File: src/rtl/mpu_pkg.sv
// ----------------------------------------------------------------------------
// mpu_pkg
// Shared definitions for the MPU memory load stage.
//   - field size encodings used on ld_size / w_size
//   - load unit state encoding
//   - data word width
//   - helper that builds the byte-offset alignment mask for a field size
// ----------------------------------------------------------------------------
package mpu_pkg;

    // Width of one memory word and of one register file write.
    localparam int DATA_W = 64;

    // Field size encodings: the value is log2 of the field width in bytes.
    localparam logic [1:0] SZ_8  = 2'd0;
    localparam logic [1:0] SZ_16 = 2'd1;
    localparam logic [1:0] SZ_32 = 2'd2;
    localparam logic [1:0] SZ_64 = 2'd3;

    // Load unit states.
    typedef enum logic [1:0] {
        IDLE = 2'd0,
        REQ  = 2'd1,
        WB   = 2'd2,
        ERR  = 2'd3
    } ld_state_e;

    // Byte-offset bits that must be zero for a field of this size to be
    // naturally aligned inside the 64-bit word: (1 << size) - 1.
    function automatic logic [2:0] align_mask(input logic [1:0] size);
        logic [2:0] mask;
        case (size)
            SZ_8:    mask = 3'b000;
            SZ_16:   mask = 3'b001;
            SZ_32:   mask = 3'b011;
            default: mask = 3'b111;
        endcase
        return mask;
    endfunction

endpackage

File: src/rtl/mpu_load_unit.sv
// ----------------------------------------------------------------------------
// mpu_load_unit
// Memory load stage of the MPU, sitting directly upstream of the register
// file write port. It accepts one load at a time, fetches the aligned 64-bit
// word over a req/ack handshake and presents the raw word together with the
// field selectors so the register file can extract and merge the field.
//
// Optional build macro:
//   MPU_LOAD_TIMEOUT_EN - when defined, a request that sees no mem_ack for
//                         TIMEOUT cycles is abandoned and reported on err.
//                         When undefined, REQ waits indefinitely.
//
// Ports:
//   sys_clk    in   system clock
//   sys_rst_n  in   synchronous reset, active-low
//   ld_valid   in   load operation valid
//   ld_ready   out  unit can accept an operation (IDLE only)
//   ld_addr    in   byte address
//   ld_size    in   field size (0=8, 1=16, 2=32, 3=64 bits)
//   ld_dst     in   destination register index
//   ld_r_sel   in   destination field index within the destination register
//   mem_req    out  memory request, held until mem_ack
//   mem_addr   out  8-byte-aligned word address
//   mem_ack    in   memory acknowledge, mem_rdata valid in the same cycle
//   mem_rdata  in   memory read word
//   w_idx      out  register file write index
//   w_data     out  raw memory word
//   w_sel      out  source field index within the memory word
//   w_r_sel    out  destination field index
//   w_size     out  field size
//   we         out  register file write strobe, one cycle
//   err        out  one-cycle pulse for a misaligned or aborted load
//   busy       out  high whenever the unit is not IDLE
// ----------------------------------------------------------------------------
module mpu_load_unit
    import mpu_pkg::*;
#(
    parameter int NB_REG  = 32,
    parameter int IDX_W   = NB_REG / 8 + 1,
`ifdef MPU_LOAD_TIMEOUT_EN
    parameter int TIMEOUT = 255,
`endif
    parameter int ADDR_W  = 32
) (
    input  logic              sys_clk,
    input  logic              sys_rst_n,
    input  logic              ld_valid,
    output logic              ld_ready,
    input  logic [ADDR_W-1:0] ld_addr,
    input  logic [1:0]        ld_size,
    input  logic [IDX_W-1:0]  ld_dst,
    input  logic [2:0]        ld_r_sel,
    output logic              mem_req,
    output logic [ADDR_W-1:0] mem_addr,
    input  logic              mem_ack,
    input  logic [DATA_W-1:0] mem_rdata,
    output logic [IDX_W-1:0]  w_idx,
    output logic [DATA_W-1:0] w_data,
    output logic [2:0]        w_sel,
    output logic [2:0]        w_r_sel,
    output logic [1:0]        w_size,
    output logic              we,
    output logic              err,
    output logic              busy
);

    ld_state_e state_q, state_d;

    // Operation fields captured at acceptance.
    logic [ADDR_W-1:0] addr_q, addr_d;
    logic [1:0]        size_q, size_d;
    logic [IDX_W-1:0]  dst_q, dst_d;
    logic [2:0]        rsel_q, rsel_d;

    // Write port fields. These are only refreshed when a word returns, so
    // they keep their last values between writes and across error loads.
    logic [DATA_W-1:0] wdata_q, wdata_d;
    logic [IDX_W-1:0]  widx_q, widx_d;
    logic [2:0]        wsel_q, wsel_d;
    logic [2:0]        wrsel_q, wrsel_d;
    logic [1:0]        wsize_q, wsize_d;

    logic misaligned;

`ifdef MPU_LOAD_TIMEOUT_EN
    localparam int CNT_W = ($clog2(TIMEOUT + 1) > 8) ? $clog2(TIMEOUT + 1) : 8;
    logic [CNT_W-1:0] cnt_q, cnt_d;
`endif

    // Any set offset bit below the field size means the field would straddle
    // its natural slot, which the register file cannot extract.
    assign misaligned = |(ld_addr[2:0] & align_mask(ld_size));

    // State and data registers with synchronous active-low reset.
    always_ff @(posedge sys_clk) begin
        if (!sys_rst_n) begin
            state_q <= IDLE;
            addr_q  <= '0;
            size_q  <= '0;
            dst_q   <= '0;
            rsel_q  <= '0;
            wdata_q <= '0;
            widx_q  <= '0;
            wsel_q  <= '0;
            wrsel_q <= '0;
            wsize_q <= '0;
`ifdef MPU_LOAD_TIMEOUT_EN
            cnt_q   <= '0;
`endif
        end else begin
            state_q <= state_d;
            addr_q  <= addr_d;
            size_q  <= size_d;
            dst_q   <= dst_d;
            rsel_q  <= rsel_d;
            wdata_q <= wdata_d;
            widx_q  <= widx_d;
            wsel_q  <= wsel_d;
            wrsel_q <= wrsel_d;
            wsize_q <= wsize_d;
`ifdef MPU_LOAD_TIMEOUT_EN
            cnt_q   <= cnt_d;
`endif
        end
    end

    // Next-state and next-data logic. mem_ack is only consulted in REQ, so
    // a stray acknowledge in any other state has no effect.
    always_comb begin
        state_d = state_q;
        addr_d  = addr_q;
        size_d  = size_q;
        dst_d   = dst_q;
        rsel_d  = rsel_q;
        wdata_d = wdata_q;
        widx_d  = widx_q;
        wsel_d  = wsel_q;
        wrsel_d = wrsel_q;
        wsize_d = wsize_q;
`ifdef MPU_LOAD_TIMEOUT_EN
        cnt_d   = cnt_q;
`endif

        case (state_q)
            IDLE: begin
                if (ld_valid) begin
                    addr_d = ld_addr;
                    size_d = ld_size;
                    dst_d  = ld_dst;
                    rsel_d = ld_r_sel;
`ifdef MPU_LOAD_TIMEOUT_EN
                    cnt_d  = '0;
`endif
                    state_d = misaligned ? ERR : REQ;
                end
            end

            REQ: begin
                // An acknowledge always wins, even in the cycle the wait
                // budget runs out.
                if (mem_ack) begin
                    wdata_d = mem_rdata;
                    widx_d  = dst_q;
                    wsel_d  = addr_q[2:0] >> size_q;
                    wrsel_d = rsel_q;
                    wsize_d = size_q;
                    state_d = WB;
                end
`ifdef MPU_LOAD_TIMEOUT_EN
                // cnt_q counts completed REQ cycles, so TIMEOUT-1 marks the
                // last allowed REQ cycle.
                else if (cnt_q == CNT_W'(TIMEOUT - 1)) begin
                    state_d = ERR;
                end else begin
                    cnt_d = cnt_q + 1'b1;
                end
`endif
            end

            WB:      state_d = IDLE;
            ERR:     state_d = IDLE;
            default: state_d = IDLE;
        endcase
    end

    // Handshake and strobe outputs decode straight from the state register,
    // so each strobe lasts exactly as long as its one-cycle state.
    assign ld_ready = (state_q == IDLE);
    assign busy     = (state_q != IDLE);
    assign mem_req  = (state_q == REQ);
    assign we       = (state_q == WB);
    assign err      = (state_q == ERR);
    assign mem_addr = {addr_q[ADDR_W-1:3], 3'b000};

    assign w_data   = wdata_q;
    assign w_idx    = widx_q;
    assign w_sel    = wsel_q;
    assign w_r_sel  = wrsel_q;
    assign w_size   = wsize_q;

endmodule

File: config.mk
export PLATFORM = sky130hd
export DESIGN_NAME = mpu_load_unit
export DESIGN_NICKNAME = d
export VERILOG_FILES = /design/src/rtl/mpu_pkg.sv /design/src/rtl/mpu_load_unit.sv
export SDC_FILE = /design/constraint.sdc
export NUM_CORES = 1
export LEC_CHECK = 0
export ABC_AREA = 1
export ABC_CLOCK_PERIOD_IN_PS = 2550
export CORE_MARGIN = 1.5
export CORE_UTILIZATION = 30
export CTS_CLUSTER_DIAMETER = 80
export CTS_CLUSTER_SIZE = 12
export DETAILED_ROUTE_END_ITERATION = 8
export GPL_TIMING_DRIVEN = 0
export HOLD_SLACK_MARGIN = 0.1
export SLEW_MARGIN = 20
export SYNTH_ARGS = -nofsm -noshare
export SYNTH_HDL_FRONTEND = slang
export SYNTH_SLANG_ARGS = --single-unit
File: constraint.sdc
create_clock -name sys_clk -period 2.55 [get_ports sys_clk]
set_input_delay 0.51 -clock sys_clk [delete_from_list [all_inputs] [get_ports sys_clk]]
set_output_delay 0.51 -clock sys_clk [all_outputs]
set_load 0.05 [all_outputs]
==> tab_implementation.tex, run 1 <==
\begin{tabular}{lr}
\hline
Metric & Value \\
\hline
\multicolumn{2}{l}{\textbf{Critical path}} \\
\quad Endpoint type of the worst setup path & output pin \\
\quad Startpoint Class & flop \\
\quad Critical path arrival & 1.90 ns \\
\quad Sequence of cells on the critical path & inv\_2 -> nor2\_2 -> buf\_2 -> clkdlybuf4s15\_2 \\
\quad Critical Path Start & state\_q[0] \\
\quad Crit Reg-Reg Startpoint & state\_q[0] \\
\quad CP peak stage delay & 0.43 ns \\
\quad Worst-path maximum fanout & 10 \\
\quad Category of the most critical setup path & reg -> out \\
\quad WP data required & 2.04 ns \\
\quad Slowest cell on crit path & sky130\_fd\_sc\_hd\_\_dfxtp\_1 \\
\multicolumn{2}{l}{\textbf{Route}} \\
\quad Vias & 4,761 \\
\quad Final WL & 14.7 mm \\
\quad Average routed wire per standard cell & 14.2 um \\
\quad Number of remaining DRC errors & 0 \\
\quad Antenna-violating nets left & 0 \\
\quad Starting DRC count in detailed routing & 198 \\
\quad Via density per instance & 4.60 \\
\quad Number of iterations in the first detailed-routing pass & 4 \\
\multicolumn{2}{l}{\textbf{Global route}} \\
\quad First-pass GRT wire length & 23.0 mm \\
\quad Initial antenna violation count & 0 \\
\quad Maximum number of pins on one net before global-route repair & 17 \\
\quad GRT overflow & 0 \\
\quad Number of global-route vias before repair & 4,671 \\
\quad GR Util All Layers & 18.2\% \\
\multicolumn{2}{l}{\textbf{Floorplan}} \\
\quad Initial standard-cell utilization of the core & 30.6\% \\
\quad Die Ht & 127 um \\
\quad Top-Level Pins & 224 \\
\quad Placement Rows & 45 \\
\quad Die boundary width & 127 um \\
\quad Die area & 16,200 um\^{}2 \\
\quad Std-Cell Core Area & 15,100 um\^{}2 \\
\multicolumn{2}{l}{\textbf{Cells and area}} \\
\quad Area overhead of the layout relative to synthesis & 65.1\% \\
\quad Number of nets in the final layout & 944 \\
\quad Layout cells sized above 1 & 10.9\% \\
\quad Antenna diode count & 0 \\
\quad Fin area & 7650 um\^{}2 \\
\multicolumn{2}{l}{\textbf{Clock network}} \\
\quad Clk sinks & 121 \\
\quad Maximum clock path buffer count & 2 \\
\quad Total clock buffers created by CTS & 17 \\
\quad Setup bufs post-CTS & 0 \\
\quad H-tree level count & 4 \\
\quad CTS tree & built \\
\quad Gates resized, CTS repair & 3 \\
\quad Root buffer selected by CTS & sky130\_fd\_sc\_hd\_\_clkbuf\_16 \\
\quad Clock slew at the register clock pins of the worst setup and hold paths & 0.05 ns \\
\quad Clock latency on the worst-skew pair & 0.41 ns \\
\quad Post-CTS Hold Fix Bufs & 0 \\
\multicolumn{2}{l}{\textbf{Timing}} \\
\quad Final count of pins violating max slew & 0 \\
\quad Fmax & 416 MHz \\
\quad Setup violations, final & 0 \\
\quad Share of the clock period used by the worst path after layout & 94.3\% \\
\quad Setup TNS after final layout & 0 ns \\
\quad Unrepaired setup endpoints after global routing & false \\
\quad Worst clock skew & 0.00629 ns \\
\quad Setup slack after layout & 0.144 ns \\
\quad Minimum period implied by the final worst setup slack & 2.41 ns \\
\quad Transition at the pin with the smallest max-transition slack & 0.568 ns \\
\quad Total count of hold-check failures in the final report & 0 \\
\quad Hold WS & 0.454 ns \\
\quad Tightest slew margin relative to the limit & 62.0\% \\
\multicolumn{2}{l}{\textbf{Run status}} \\
\quad Outcome & complete, no violations \\
\multicolumn{2}{l}{\textbf{Synth}} \\
\quad Unique cell type count in the Yosys netlist & 15 \\
\quad Syn Inst Count & 595 \\
\quad Avg Cell Area, Syn & 7.79 um\^{}2 \\
\quad Yosys warnings & 0 \\
\quad Sequential fraction of the synthesis area & 52.2\% \\
\quad Cell Area, Synth & 4640 um\^{}2 \\
\quad Flop and latch count out of synthesis & 121 \\
\multicolumn{2}{l}{\textbf{Run}} \\
\quad Maxcap violations & 0 \\
\multicolumn{2}{l}{\textbf{Place}} \\
\quad IO buf count & 218 \\
\quad Post-Place Cell Area & 7060 um\^{}2 \\
\quad Worst slack at placement & 0.136 ns \\
\quad Weighted congestion reported at the end of routability-driven placement & 0.784 \\
\quad HPWL after detailed placement & 11.0 mm \\
\multicolumn{2}{l}{\textbf{Pwr}} \\
\quad P per Cell Area & 735 nW/um\^{}2 \\
\quad Max IR drop VDD & 0.000434 V \\
\quad Overall power of the completed layout & 5.63 mW \\
\quad Leakage power & 2.89 nW \\
\multicolumn{2}{l}{\textbf{Worst hold path}} \\
\quad Hold path start & addr\_q[0] \\
\quad Hold Crit Class & reg -> reg \\
\hline
\end{tabular}
## per-stage QoR
stage,util (%),instances
final,50.5,1034
after detailed placement,46.6,1003
after CTS,50.5,1034
after global placement,46.6,1003
after floorplan,-,597
after global routing,50.5,1034
## report_power, final
part / leakage [nW] / switching (mW) / internal [mW]
registers: 0.988 / 0.0636 / 2.01
clock network: 0.295 / 0.817 / 1.55
logic: 1.61 / 0.699 / 0.485
total: 2.89 / 1.58 / 4.05
## per-layer routing
layer	share of wire, %	up-vias	routed length (um)	GRT usage [%]
li1	-	2401	-	-
met2	49	161	7150	30.5
met5	0	-	0	0
met1	42	2170	6190	21.3
met4	2.9	0	426	9.09
met3	6.3	29	928	5.40
## path summary, 6_finish.rpt
| path | endpoint | cells after the start | slack [ns] |
|---|---|---|---|
| max | mem_req | 4 | 0.14 |
| min | addr_q[0] | 2 | 0.45 |
| max reg2reg | w_data[43] | 6 | 0.97 |
| min reg2reg | addr_q[0] | 2 | 0.45 |
## critical path, delay by kind of cell (launching register included)
kind | cells | cell delay, ns
flip-flops | 1 | 0.43
AND/OR/NAND/NOR | 1 | 0.30
buffers and inverters | 3 | 0.75
## synth_stat cells
library cell | instances | area share [%]
sky130_fd_sc_hd__o21ai_1 | 32 | 3.5
sky130_fd_sc_hd__nor2_2 | 2 | 0.27
sky130_fd_sc_hd__nand2_1 | 91 | 7.4
sky130_fd_sc_hd__a21oi_1 | 83 | 9.0
sky130_fd_sc_hd__buf_2 | 13 | 1.4
sky130_fd_sc_hd__nand3_1 | 77 | 8.3
sky130_fd_sc_hd__nor2_1 | 83 | 6.7
sky130_fd_sc_hd__buf_4 | 42 | 6.8
sky130_fd_sc_hd__inv_1 | 10 | 0.81
sky130_fd_sc_hd__o21ai_0 | 11 | 1.2
sky130_fd_sc_hd__dfxtp_1 | 121 | 52
sky130_fd_sc_hd__inv_2 | 4 | 0.32
sky130_fd_sc_hd__clkbuf_1 | 24 | 1.9
sky130_fd_sc_hd__conb_1 | 1 | 0.081
sky130_fd_sc_hd__nand4_1 | 1 | 0.14
## cell families after synthesis
kind of cell | synth area share (%)
buf+inv | 11.3
simple gates | 22.8
other cells | 0.0809
compound gates | 13.6
flops | 52.2
## sequential cells by signal, summed over array words and instances, names as in the netlist
signal,cells
addr_q,32
dst_q,5
rsel_q,3
size_q,2
state_q,2
w_data,64
w_idx,5
w_r_sel,3
w_sel,3
w_size,2
## cell type report
type / instances / area, um^2
Tap cell: 188 / 235
Multi-Input combinational cell: 383 / 1700
Fill cell: 1453 / 7490
Clock buffer: 23 / 498
Clock inverter: 8 / 92.6
Sequential cell: 121 / 2420
Timing Repair Buffer: 218 / 2180
Buffer: 79 / 470
Inverter: 14 / 52.6
## cells in the final DEF (no fill, tap or decap)
cell type	synthesis	layout
sky130_fd_sc_hd__buf_2	13	13
sky130_fd_sc_hd__o21ai_0	11	11
sky130_fd_sc_hd__clkinvlp_4	0	1
sky130_fd_sc_hd__nand3_1	77	77
sky130_fd_sc_hd__conb_1	1	3
sky130_fd_sc_hd__nor2_1	83	83
sky130_fd_sc_hd__inv_2	4	4
sky130_fd_sc_hd__clkbuf_1	24	25
sky130_fd_sc_hd__nand4_1	1	1
sky130_fd_sc_hd__dfxtp_1	121	121
sky130_fd_sc_hd__nor2_2	2	2
sky130_fd_sc_hd__a21oi_1	83	83
sky130_fd_sc_hd__clkinv_2	0	5
sky130_fd_sc_hd__o21ai_1	32	32
sky130_fd_sc_hd__buf_4	42	42
sky130_fd_sc_hd__bufinv_16	0	2
sky130_fd_sc_hd__nand2_1	91	91
sky130_fd_sc_hd__clkbuf_8	0	5
sky130_fd_sc_hd__clkbuf_16	0	17
sky130_fd_sc_hd__clkdlybuf4s15_2	0	1
sky130_fd_sc_hd__clkdlybuf4s50_1	0	217
sky130_fd_sc_hd__inv_1	10	10
Note: power is estimated with default switching activity, not from simulation.
==> inputs of run 2 (changes only) <==
SLEW_MARGIN = 15   (was 20)
==> results of run 2 <==
No change in the layout: final DEF, timing and power equal those of run 1.
==> inputs of run 3 (changes only) <==
==> constraint.sdc (replaced) <==
create_clock -name sys_clk -period 2.55 [get_ports sys_clk]
set_input_delay 0.3825 -clock sys_clk [delete_from_list [all_inputs] [get_ports sys_clk]]
set_output_delay 0.3825 -clock sys_clk [all_outputs]
set_load 0.05 [all_outputs]
==> run 3 against run 2 <==
Critical path depth did not move; first-iteration DRC count did not move; fmax fell by 0.96%; utilization barely moved; worst setup slack got worse by 0.023 ns; non-clock buffer count did not move; critical path type unchanged; largest cell class unchanged.
==> tab_implementation.tex, run 3 (synthesis gave the netlist of run 1 again) <==
\begin{tabular}{lr}
\hline
Metric & Value \\
\hline
\multicolumn{2}{l}{\textbf{Floorplan}} \\
\quad Placement Rows & 45 (unchanged) \\
\quad Top-Level Pins & 224 (unchanged) \\
\quad Die area & 16,200 um\^{}2 (unchanged) \\
\quad Die Ht & 127 um (unchanged) \\
\quad Die boundary width & 127 um (unchanged) \\
\quad Initial standard-cell utilization of the core & 30.6\% (unchanged) \\
\quad Std-Cell Core Area & 15,100 um\^{}2 (unchanged) \\
\multicolumn{2}{l}{\textbf{Timing}} \\
\quad Setup violations, final & 0 (unchanged) \\
\quad Unrepaired setup endpoints after global routing & false \\
\quad Setup TNS after final layout & 0 ns (unchanged) \\
\quad Total count of hold-check failures in the final report & 0 (unchanged) \\
\quad Share of the clock period used by the worst path after layout & 95.3\% (+0.91 points) \\
\quad Minimum period implied by the final worst setup slack & 2.43 ns (+0.0233 ns) \\
\quad Final count of pins violating max slew & 0 (unchanged) \\
\quad Setup slack after layout & 0.121 ns (-0.0233 ns) \\
\quad Tightest slew margin relative to the limit & 62.0\% (unchanged) \\
\quad Worst clock skew & 0.00629 ns (unchanged) \\
\quad Hold WS & 0.402 ns (-0.0525 ns) \\
\quad Fmax & 412 MHz (-0.96\%) \\
\quad Transition at the pin with the smallest max-transition slack & 0.568 ns (unchanged) \\
\multicolumn{2}{l}{\textbf{Critical path}} \\
\quad Crit Reg-Reg Startpoint & state\_q[0] \\
\quad Total buffers and inverters traversed by the critical path & 3 (unchanged) \\
\quad Critical path arrival & 2.05 ns (+0.15 ns) \\
\quad WP data required & 2.17 ns (+0.13 ns) \\
\quad Reg-to-Reg End & w\_data[43] \\
\quad Slowest cell on crit path & sky130\_fd\_sc\_hd\_\_dlygate4sd2\_1 \\
\quad Top cell family by delay on the critical path & buffers and inverters \\
\quad Endpoint type of the worst setup path & output pin \\
\quad Reg2reg setup slack & 0.97 ns (about the same) \\
\quad Category of the most critical setup path & reg -> out \\
\quad CP peak stage delay & 0.55 ns (+0.12 ns) \\
\quad Sequence of cells on the critical path & inv\_2 -> nor2\_2 -> buf\_2 -> dlygate4sd2\_1 \\
\quad Count of cells along the worst register-to-register path & 6 (unchanged) \\
\quad Startpoint Class & flop \\
\quad Worst-path maximum fanout & 10 (unchanged) \\
\multicolumn{2}{l}{\textbf{Cells and area}} \\
\quad Number of fillers in the final layout & 1,454 (+0.069\%) \\
\quad Layout cells sized above 1 & 10.8\% (-0.12 points) \\
\quad Commonest non-fill, non-tap cells in the layout & sky130\_fd\_sc\_hd\_\_clkdlybuf4s50\_1 (217), sky130\_fd\_sc\_hd\_\_dfxtp\_1 (121), sky130\_fd\_sc\_hd\_\_nand2\_1 (91) \\
\quad Number of nets in the final layout & 944 (unchanged) \\
\quad Area overhead of the layout relative to synthesis & 65.0\% (about the same) \\
\quad Area of the multi-input gates & 1700 um\^{}2 (unchanged) \\
\quad Largest register FFs & 64 (unchanged) \\
\quad Area of all sequential standard cells & 2420 um\^{}2 (unchanged) \\
\quad Most common library cell in the layout ignoring fill and taps & sky130\_fd\_sc\_hd\_\_clkdlybuf4s50\_1 \\
\quad Final std cells w/o fill & 1,034 (unchanged) \\
\quad Antenna diode count & 0 (unchanged) \\
\multicolumn{2}{l}{\textbf{Clock network}} \\
\quad Clk sinks & 121 (unchanged) \\
\quad H-tree level count & 4 (unchanged) \\
\quad Clock slew at the register clock pins of the worst setup and hold paths & 0.05 ns (about the same) \\
\quad Maximum clock path buffer count & 2 (unchanged) \\
\quad Total clock buffers created by CTS & 17 (unchanged) \\
\quad CTS tree & built \\
\quad Setup bufs post-CTS & 0 (unchanged) \\
\quad Root buffer selected by CTS & sky130\_fd\_sc\_hd\_\_clkbuf\_16 \\
\quad Clock latency on the worst-skew pair & 0.41 ns (about the same) \\
\multicolumn{2}{l}{\textbf{Route}} \\
\quad Vias & 4,761 (unchanged) \\
\quad Via density per instance & 4.60 (unchanged) \\
\quad Antenna-violating nets left & 0 (unchanged) \\
\quad Number of remaining DRC errors & 0 (unchanged) \\
\quad Final WL & 14.7 mm (unchanged) \\
\quad Average routed wire per standard cell & 14.2 um (unchanged) \\
\quad Number of iterations in the first detailed-routing pass & 4 (unchanged) \\
\quad Starting DRC count in detailed routing & 198 (unchanged) \\
\multicolumn{2}{l}{\textbf{Global route}} \\
\quad GR Util All Layers & 18.2\% (unchanged) \\
\quad First-pass GRT wire length & 23.0 mm (unchanged) \\
\quad Initial antenna violation count & 0 (unchanged) \\
\quad GRT overflow & 0 (unchanged) \\
\quad Maximum number of pins on one net before global-route repair & 17 (unchanged) \\
\quad Number of global-route vias before repair & 4,671 (unchanged) \\
\multicolumn{2}{l}{\textbf{Worst hold path}} \\
\quad Hold path start & sys\_rst\_n \\
\quad Hold Crit Class & in -> reg \\
\quad Hold Crit Depth & 3 (+1) \\
\quad End point of the most critical hold path & addr\_q[0] \\
\multicolumn{2}{l}{\textbf{Pwr}} \\
\quad Switching power total & 1.58 mW (about the same) \\
\quad Portion of total power attributed to combinational logic & 21.0\% (about the same) \\
\quad Leakage power & 2.89 nW (+0.11\%) \\
\quad Overall power of the completed layout & 5.63 mW (about the same) \\
\quad Fraction of power consumed by sequential logic & 36.9\% (about the same) \\
\quad Max IR drop VDD & 0.000434 V (unchanged) \\
\quad Switching portion of total power & 28.1\% (about the same) \\
\quad P per Cell Area & 735 nW/um\^{}2 (about the same) \\
\quad Internal power & 4.05 mW (about the same) \\
\quad Portion of total power attributed to the clock network & 42.1\% (about the same) \\
\multicolumn{2}{l}{\textbf{Place}} \\
\quad Worst slack at placement & 0.264 ns (+0.128 ns) \\
\quad HPWL after detailed placement & 11.0 mm (unchanged) \\
\quad IO buf count & 218 (unchanged) \\
\quad Weighted congestion reported at the end of routability-driven placement & 0.784 (unchanged) \\
\quad Placed cell count & 1,003 (unchanged) \\
\multicolumn{2}{l}{\textbf{Run status}} \\
\quad Outcome & complete, no violations \\
\multicolumn{2}{l}{\textbf{Run}} \\
\quad Maxcap violations & 0 (unchanged) \\
\hline
\end{tabular}
-- run 3: cell types whose count changed in the layout (fill, tap and decap cells not counted) --
| cell | delta |
|---|---|
| sky130_fd_sc_hd__dlygate4sd2_1 | +1 |
| sky130_fd_sc_hd__clkdlybuf4s15_2 | -1 |
-- run 3: routing by layer --
metal / share of wire (%) / global-route usage (%) / routed length, um
met1: 42 / 21.3 / 6190
met4: 2.9 / 9.09 / 426
met2: 49 / 30.5 / 7150
met5: 0 / 0 / 0
met3: 6.3 / 5.40 / 928
-- run 3: worst max-delay path by stage --
stage               start          to  slack (ns)  cells past startpoint
4_1_cts        state_q[0]     mem_req        0.10                      4
5_1_grt        state_q[0]     mem_req       0.002                      4
3_5_place_dp   state_q[0]     mem_req        0.26                      4
6_report       state_q[0]     mem_req        0.12                      4
3_3_place_gp   state_q[0]     mem_req        0.28                      4
2_1_floorplan  state_q[1]  addr_q[26]        0.90                      6
-- run 3: layout make-up --
cell class | instances | area share, %
Clock inverter | 8 | 1.21
Timing Repair Buffer | 218 | 28.5
Sequential cell | 121 | 31.7
Clock buffer | 23 | 6.51
Multi-Input combinational cell | 383 | 22.2
Inverter | 14 | 0.687
Tap cell | 188 | 3.07
Buffer | 79 | 6.15
-- run 3: through the flow --
stage	instance area [um^2]	util [%]
after floorplan	4640	-
after global placement	7060	46.6
after detailed placement	7060	46.6
after CTS	7650	50.5
after global routing	7650	50.5
final	7650	50.5
-- run 3: timing repair --
item | 4_1_cts | 5_1_grt
gates resized for setup | 1 | 0
hold endpoints to repair | 0 | 0
hold buffers | 0 | 0
setup endpoints to repair | 1 | 0
-- run 3: worst min-delay path, delay by kind of cell --
kind / cells / cell delay (ns)
AOI/OAI and AO/OA: 2 / 0.17
buffers and inverters: 1 / 0.20
-- run 3: power groups by stage --
stage	Clock [mW]	Sequential, mW	Combinational (mW)
global placement	0	2.11	1.18
finish	2.37	2.07	1.18
floorplan	0	2.25	0.588
CTS	2.42	2.07	1.19
global route	2.50	2.09	1.27
detailed placement	0	2.11	1.19
